[src/rtl/uart_rx_oversampled.sv]
// UART receiver with 16x oversampling, 3-sample majority voting per bit,
// optional parity, one or two stop bits, break detection and a
// valid/ready output holding register with sticky overrun reporting.
module uart_rx_oversampled #(
  parameter int p_clk_speed_hz = 50_000_000,
  parameter int p_baud_rate    = 9_600
) (
  input  logic       clk_i,
  input  logic       rst_i,
  input  logic       enable_i,
  input  logic       data_i,
  input  logic       parity_en_i,
  input  logic       parity_sel_i,
  input  logic       stop_sel_i,
  input  logic       ready_i,
  output logic [7:0] data_o,
  output logic       valid_o,
  output logic       busy_o,
  output logic       parity_err_o,
  output logic       framing_err_o,
  output logic       overrun_err_o,
  output logic       break_o
);

  // Clocks per oversample tick, rounded to nearest, never below one.
  localparam int DIV_R = (p_clk_speed_hz + 8 * p_baud_rate) / (16 * p_baud_rate);
  localparam int DIV_C = (DIV_R < 1) ? 1 : DIV_R;
  localparam int DIV_W = (DIV_C > 1) ? $clog2(DIV_C) : 1;

  typedef enum logic [2:0] {
    IDLE, START, DATA, PARITY, STOP1, STOP2, WAIT_HIGH
  } state_t;

  state_t           state_q, state_d;
  logic             sync_p0, sync_p1, line_prev;
  logic             line;
  logic [DIV_W-1:0] div_cnt;
  logic [3:0]       tick_cnt;
  logic [2:0]       bit_cnt;
  logic             s7, s8;
  logic [7:0]       shreg;
  logic             par_bit_q, stop1_bad_q;
  logic             par_en_q, par_sel_q, stop_sel_q;
  logic             eof_p, ferr_p, brk_p;
  logic             tick, samp, bit_end, maj, start_edge, last_stop;
  logic             ferr_now, stop1_low, brk_now, perr, handshake, deliver;

  assign line       = sync_p1;
  assign tick       = (div_cnt == DIV_W'(DIV_C - 1));
  assign samp       = tick && (tick_cnt == 4'd9);
  assign bit_end    = tick && (tick_cnt == 4'd15);
  assign maj        = (s7 & s8) | (s7 & line) | (s8 & line);
  assign start_edge = (state_q == IDLE) && enable_i && line_prev && !line;
  assign last_stop  = samp && (((state_q == STOP1) && !stop_sel_q) || (state_q == STOP2));
  assign ferr_now   = !maj || ((state_q == STOP2) && stop1_bad_q);
  assign stop1_low  = (state_q == STOP1) ? !maj : stop1_bad_q;
  assign brk_now    = (shreg == 8'd0) && !(par_en_q && par_bit_q) && stop1_low;
  assign perr       = par_en_q && ((^shreg ^ par_bit_q) != par_sel_q);
  assign handshake  = valid_o && ready_i;
  assign deliver    = eof_p && enable_i && !brk_p;
  assign busy_o     = (state_q != IDLE);

  // State register.
  always_ff @(posedge clk_i) begin
    if (rst_i) state_q <= IDLE;
    else       state_q <= state_d;
  end

  // Next-state logic; START decides at mid-bit, stop bits end the frame at their vote.
  always_comb begin
    state_d = state_q;
    if (!enable_i) begin
      state_d = IDLE;
    end else begin
      case (state_q)
        IDLE:      if (start_edge) state_d = START;
        START: begin
          if (tick && (tick_cnt == 4'd8) && line) state_d = IDLE;
          else if (bit_end)                       state_d = DATA;
        end
        DATA:      if (bit_end && (bit_cnt == 3'd7)) state_d = par_en_q ? PARITY : STOP1;
        PARITY:    if (bit_end) state_d = STOP1;
        STOP1: begin
          if (last_stop)    state_d = ferr_now ? WAIT_HIGH : IDLE;
          else if (bit_end) state_d = STOP2;
        end
        STOP2:     if (last_stop) state_d = ferr_now ? WAIT_HIGH : IDLE;
        WAIT_HIGH: if (line) state_d = IDLE;
        default:   state_d = IDLE;
      endcase
    end
  end

  // Control: synchronizer, tick divider, bit counters, end-of-frame and output register.
  always_ff @(posedge clk_i) begin
    if (rst_i) begin
      sync_p0       <= 1'b1;
      sync_p1       <= 1'b1;
      line_prev     <= 1'b1;
      div_cnt       <= '0;
      tick_cnt      <= 4'd0;
      bit_cnt       <= 3'd0;
      eof_p         <= 1'b0;
      ferr_p        <= 1'b0;
      brk_p         <= 1'b0;
      data_o        <= 8'h00;
      valid_o       <= 1'b0;
      parity_err_o  <= 1'b0;
      framing_err_o <= 1'b0;
      overrun_err_o <= 1'b0;
      break_o       <= 1'b0;
    end else begin
      sync_p0   <= data_i;
      sync_p1   <= sync_p0;
      line_prev <= line;

      if (start_edge || tick) div_cnt <= '0;
      else                    div_cnt <= div_cnt + 1'b1;

      if (start_edge) tick_cnt <= 4'd0;
      else if (tick)  tick_cnt <= tick_cnt + 4'd1;

      if (start_edge)                            bit_cnt <= 3'd0;
      else if (bit_end && (state_q == DATA))     bit_cnt <= bit_cnt + 3'd1;

      eof_p  <= last_stop && enable_i;
      ferr_p <= ferr_now;
      brk_p  <= brk_now;

      break_o <= eof_p && enable_i && brk_p;

      if (deliver) begin
        if (valid_o && !ready_i) begin
          overrun_err_o <= 1'b1;
        end else begin
          data_o        <= shreg;
          parity_err_o  <= perr;
          framing_err_o <= ferr_p;
          valid_o       <= 1'b1;
          if (handshake) overrun_err_o <= 1'b0;
        end
      end else if (handshake) begin
        valid_o       <= 1'b0;
        overrun_err_o <= 1'b0;
      end
    end
  end

  // Datapath: vote samples, shift register, parity/stop capture, frame config latch.
  always_ff @(posedge clk_i) begin
    if (tick && (tick_cnt == 4'd7)) s7 <= line;
    if (tick && (tick_cnt == 4'd8)) s8 <= line;
    if (samp && (state_q == DATA))   shreg       <= {maj, shreg[7:1]};
    if (samp && (state_q == PARITY)) par_bit_q   <= maj;
    if (samp && (state_q == STOP1))  stop1_bad_q <= !maj;
    if (start_edge) begin
      par_en_q   <= parity_en_i;
      par_sel_q  <= parity_sel_i;
      stop_sel_q <= stop_sel_i;
    end
  end

endmodule
[config.mk]
export PLATFORM = sky130hd
export DESIGN_NAME = uart_rx_oversampled
export DESIGN_NICKNAME = d
export VERILOG_FILES = /design/src/rtl/uart_rx_oversampled.sv
export SDC_FILE = /design/constraint.sdc
export NUM_CORES = 1
export LEC_CHECK = 0
export ABC_AREA = 1
export BUFFER_PORTS_ARGS = -buffer_cell sky130_fd_sc_hd__buf_2
export CORE_MARGIN = 5
export CORE_UTILIZATION = 40
export CTS_CLUSTER_SIZE = 8
export DETAILED_ROUTE_END_ITERATION = 8
export REMOVE_ABC_BUFFERS = 1
export SLEW_MARGIN = 10
export SYNTH_ARGS = -nofsm -noshare
export SYNTH_HDL_FRONTEND = slang
export SYNTH_SLANG_ARGS = --single-unit
[constraint.sdc]
create_clock -name clk_i -period 3 [get_ports clk_i]
set_input_delay 0.75 -clock clk_i [delete_from_list [all_inputs] [get_ports clk_i]]
set_output_delay 0.75 -clock clk_i [all_outputs]
set_load 0.03 [all_outputs]
After elaboration in Yosys (flattened, before gate mapping)
Index checks and enable logic that the tools add are counted.
- register bits: 53
- output and inout port bits: 14
- add/subtract/negate cells: 3
- equal/unequal tests: 21
- muxes and demuxes: 19
- bitwise operators: 8
- reduce and logical (&&, ||, !) cells: 46
- operators with widths (operator ; number):
    2-to-1 mux 3 bit ; 11
    logical AND 1 bit ; 26
    case mux 3 bit (7 select lines) ; 1
    equality test 3 bit, second input constant ; 4
    equality test 4 bit, second input constant ; 3
    inequality test 2 bit, second input constant ; 6
    adder 9 x 1 -> 9 bit, second input constant ; 1
    equality test 9 bit, second input constant ; 1
    logical NOT 8 bit ; 1
    parity 8 bit ; 1
    2-to-1 mux 1 bit ; 7
    AND reduction 7 bit ; 1
    equality test 3 x 2 -> 1 bit, second input constant ; 2
    logical NOT 1 bit ; 6
    inequality test 3 bit, second input constant ; 2
    OR reduction 2 bit ; 3
    adder 4 x 1 -> 4 bit, second input constant ; 1
    equality test 4 x 3 -> 1 bit, second input constant ; 1
    AND reduction 2 bit ; 2
    adder 3 x 1 -> 3 bit, second input constant ; 1
    bitwise AND 1 bit ; 3
    equality test 3 x 1 -> 1 bit, second input constant ; 1
    logical NOT 3 bit ; 1
    logical OR 1 bit ; 3
    6 further kinds ; 8

Longest topological paths before layout
- word-level depth: 8
- depth in mapped cells: 13

Worst setup path before layout
No wires, ideal clock.
- path type: register to register
- from: register div_cnt[0]
- to: register shreg[0] (enable)
- arrival time: 1273 ps
- required time: 2630 ps
- path slack: 1357 ps
- cell stages (with the launch flop): 6
- path buffers: 0
- period minus slack after synthesis: 1643 ps
- path through: dfxtp_1 ha_1 nand2_2 nor2_4 nand3_1 nor2_1
- longest elaborated chain between the ends: 3
- RTL lines (element ; RTL line ; source):
    start, declared ; 37 ; logic [DIV_W-1:0] div_cnt;
    start signal, assigned ; 118 ; else div_cnt <= div_cnt + 1'b1;
    equality test 9 bit ; 49 ; assign tick = (div_cnt == DIV_W'(DIV_C - 1));
    logical AND 1 bit ; 50 ; assign samp = tick && (tick_cnt == 4'd9);
    logical AND 1 bit ; 153 ; if (samp && (state_q == DATA)) shreg <= {maj, shreg[7:1]};
    end signal, assigned ; 153 ;
    end, declared ; 41 ; logic [7:0] shreg;
No other way between the ends.
A chain may end at the register's enable or synchronous reset.

Worst setup path after layout
- from: register state_q[2]
- to: output port busy_o
- longest elaborated chain between the ends: 1
- RTL lines (element ; RTL line ; source):
    start, declared ; 34 ; state_t state_q, state_d;
    start signal, assigned ; 66 ; else state_q <= state_d;
    nonzero test 3 bit ; 61 ; assign busy_o = (state_q != IDLE);
    end, declared ; 18 ; output logic busy_o,
No other way between the ends.

==> results by group <==
CTS
  • Clk sinks: 53
  • Clk root buf: clkbuf_8
  • Post-CTS Resized: 0
  • Cts hold-fix bufs: 0
  • CTS Buf Count: 5
  • Reg clk slew, reported paths: 90 ps
  • H-tree depth reported by CTS: 2
  • Clk_lat worst skew: 300 ps
  • Setup bufs post-CTS: 0
  • CTS Buffer Depth: 2
  • CTS tree: done

Placed design
  • Worst slack, placed: 1040 ps
  • GP Congestion: 0.888
  • Port bufs: 21
  • Hpwl dp: 3.26 mm

Final layout
  • Sequential cell area: 1210 um2
  • # diodes: 0
  • Multi-input logic area: 1030 um2
  • Filler cell count: 594
  • Share of cells above drive strength 1: 0.163
  • Area Overhead vs Synth: 12.6%
  • Fin nets: 325

STA
  • Fmax: 502 MHz
  • Slew headroom: 0.577
  • Hold_ws: 417 ps
  • Final setup TNS: 0 ps
  • Slew Viols, Final: 0
  • Post-layout minimum cycle time: 1990 ps
  • Worst Max-Slew Pin Slew: 632 ps
  • Final Hold Vio Count: 0
  • RSZ-0062 raised after global routing: false
  • Fin crit share: 0.664
  • Slack of the critical path: 1010 ps
  • Clock Skews: 9.25 ps
  • Endpoints failing setup: 0

Worst setup path
  • Critical path required time: 2250 ps
  • WP data arrival: 1240 ps
  • Crit path launch: state_q[2]
  • Crit Reg-Reg Startpoint: div_cnt[0]
  • Crit path cell chain: nor3_2 -> inv_1 -> buf_2
  • Startpoint types: flop
  • Crit path max fanout: 9
  • Crit. End Element: output pin
  • Slowest stage delay, CP: 410 ps
  • Critical-path top delay cell: dfxtp_1
  • WS Path Type: flop to output pin

Synth
  • Register area share after synthesis: 0.502
  • Total number of yosys warnings: 0
  • Area contributors post-synth: dfxtp_1 32%, edfxtp_1 19%, nand2_1 5.9%, inv_1 5.8%, ha_1 5.7%
  • Area share of the largest cell type after synthesis: 0.315
  • Mapped Cells: 280
  • Synthesized area: 2410 um2
  • Distinct cell type count after synthesis: 33
  • Yosys top cell by area: dfxtp_1
  • Post-Syn Area per Cell: 8.62 um2
  • Seq cells post-synth: 53

Route
  • Detail Route Antenna Nets: 0
  • Post-Route WL: 4.21 mm
  • Wire per inst: 11.0 um
  • Via density: 4.75
  • # DRC: 0
  • First-pass detailed-route iteration total: 4
  • Detailed router's first-iteration violation count: 95
  • Via Count: 1,814

Global routing
  • Initial antenna violation count: 0
  • First-pass GRT wire length: 7.29 mm
  • Congestion Overflow GR: 0
  • Largest net degree at the start of global routing: 20
  • Vias in the first global route: 1,655
  • Total Routing Usage GR: 0.120

Power and ir drop
  • Cell Pwr Density: 464 nW/um2
  • Worst ir drop on vdd: 0.000264 V
  • Lkg Pwr: 1.18 nW

Die
  • Die Wd: 87.7 um
  • IO Count: 22
  • Chip height: 87.7 um
  • Core footprint: 5890 um2
  • Starting Density: 0.410
  • # rows: 28
  • Die area: 7680 um2

Hold path
  • Hold path start: sync_p0
  • HP Class: flop to flop

Run
  • Max-cap viol count: 0

Run status
  • Status: completed
cells in the mapped netlist:
cell type  instances
buf_2              2
dfxtp_1           38
nand2_1           38
ha_1              11
inv_2              3
nand4_4            1
o21a_1             2
edfxtp_1          15
nor2_1            33
a31oi_1            1
inv_1             37
buf_1              1
nand3_2            1
nand3_1           12
nand4_1            5
nor2_4             4
and3_1             1
nor3_2             1
or2_2              2
o21ai_1            1
a21oi_1           25
nor3b_1            4
inv_4              1
a2111oi_0          1
nand2_4            1
or2_0              1
nand3b_1           2
nand2_2            5
nor2_2             2
xor2_1             1
nor3_1             7
xnor2_1            4
o21ai_0           17
per-layer routing:
layer  GRT usage  share of wire  up-vias
met2       0.199           0.45       33
met1       0.153           0.49      807
met4      0.0349         0.0097        0
li1            -              -      969
met3      0.0320          0.048        5
met5           0              0        -
through the flow:
step                      cells  total power, mW  instance area [um2]  utilization
after detailed placement    374            0.799                 2610        0.443
after global routing        382             1.31                 2720        0.462
after CTS                   382             1.28                 2720        0.462
final                       382             1.26                 2720        0.462
after global placement      374            0.798                 2610        0.443
after floorplan             277            0.785                 2400            -
final cells by class:
type	instances	area share
Sequential cell	53	0.446
Multi-Input combinational cell	183	0.380
Inverter	41	0.0576
Timing Repair Buffer	22	0.0415
Tap cell	75	0.0345
Clock buffer	6	0.0267
Clock inverter	2	0.0143
report_power, final:
part | leakage, nW | internal [mW] | switching, mW
sequential | 0.442 | 0.739 | 0.00502
clock | 0.0554 | 0.251 | 0.227
combinational | 0.681 | 0.0137 | 0.0244
total | 1.18 | 1.00 | 0.257
sequential cells by signal (all words and copies together), names as in the netlist, 3 cells and up:
name and flops:
data_o 8, state_q 3, shreg 8, bit_cnt 3, tick_cnt 4, div_cnt 9
logic make-up after synthesis:
| family | after synthesis | share of synthesized area |
|---|---|---|
| fa+ha+maj | 11 | 0.0571 |
| buf+inv | 44 | 0.0705 |
| simple gates | 120 | 0.251 |
| xor+xnor | 5 | 0.0182 |
| compound gates | 47 | 0.102 |
| flops | 53 | 0.502 |
worst max-delay path: cells and delay by family, from the launching register on:
kind	cells	cell delay, ps
DFF	1	410
and+or+nand+nor	1	270
buffers and inverters	2	260
cells in the final DEF, fill, tap and decap left out, types with 5 or more instances in the layout:
| cell | count |
|---|---|
| o21ai_0 | 17 |
| nand2_1 | 38 |
| buf_2 | 21 |
| nand3_1 | 12 |
| dfxtp_1 | 38 |
| nor2_1 | 33 |
| edfxtp_1 | 15 |
| nand4_1 | 5 |
| a21oi_1 | 25 |
| nor3_1 | 7 |
| inv_1 | 37 |
| ha_1 | 11 |
| nand2_2 | 5 |
| clkbuf_8 | 5 |
worst paths after layout:
check                   to  slack [ps]  cells past startpoint
hold / removal        line         420                      1
hold reg to reg       line         420                      1
setup / recovery    busy_o        1010                      3
setup reg to reg  shreg[7]        1140                      5
No activity file was read; power rests on OpenSTA's default activity.
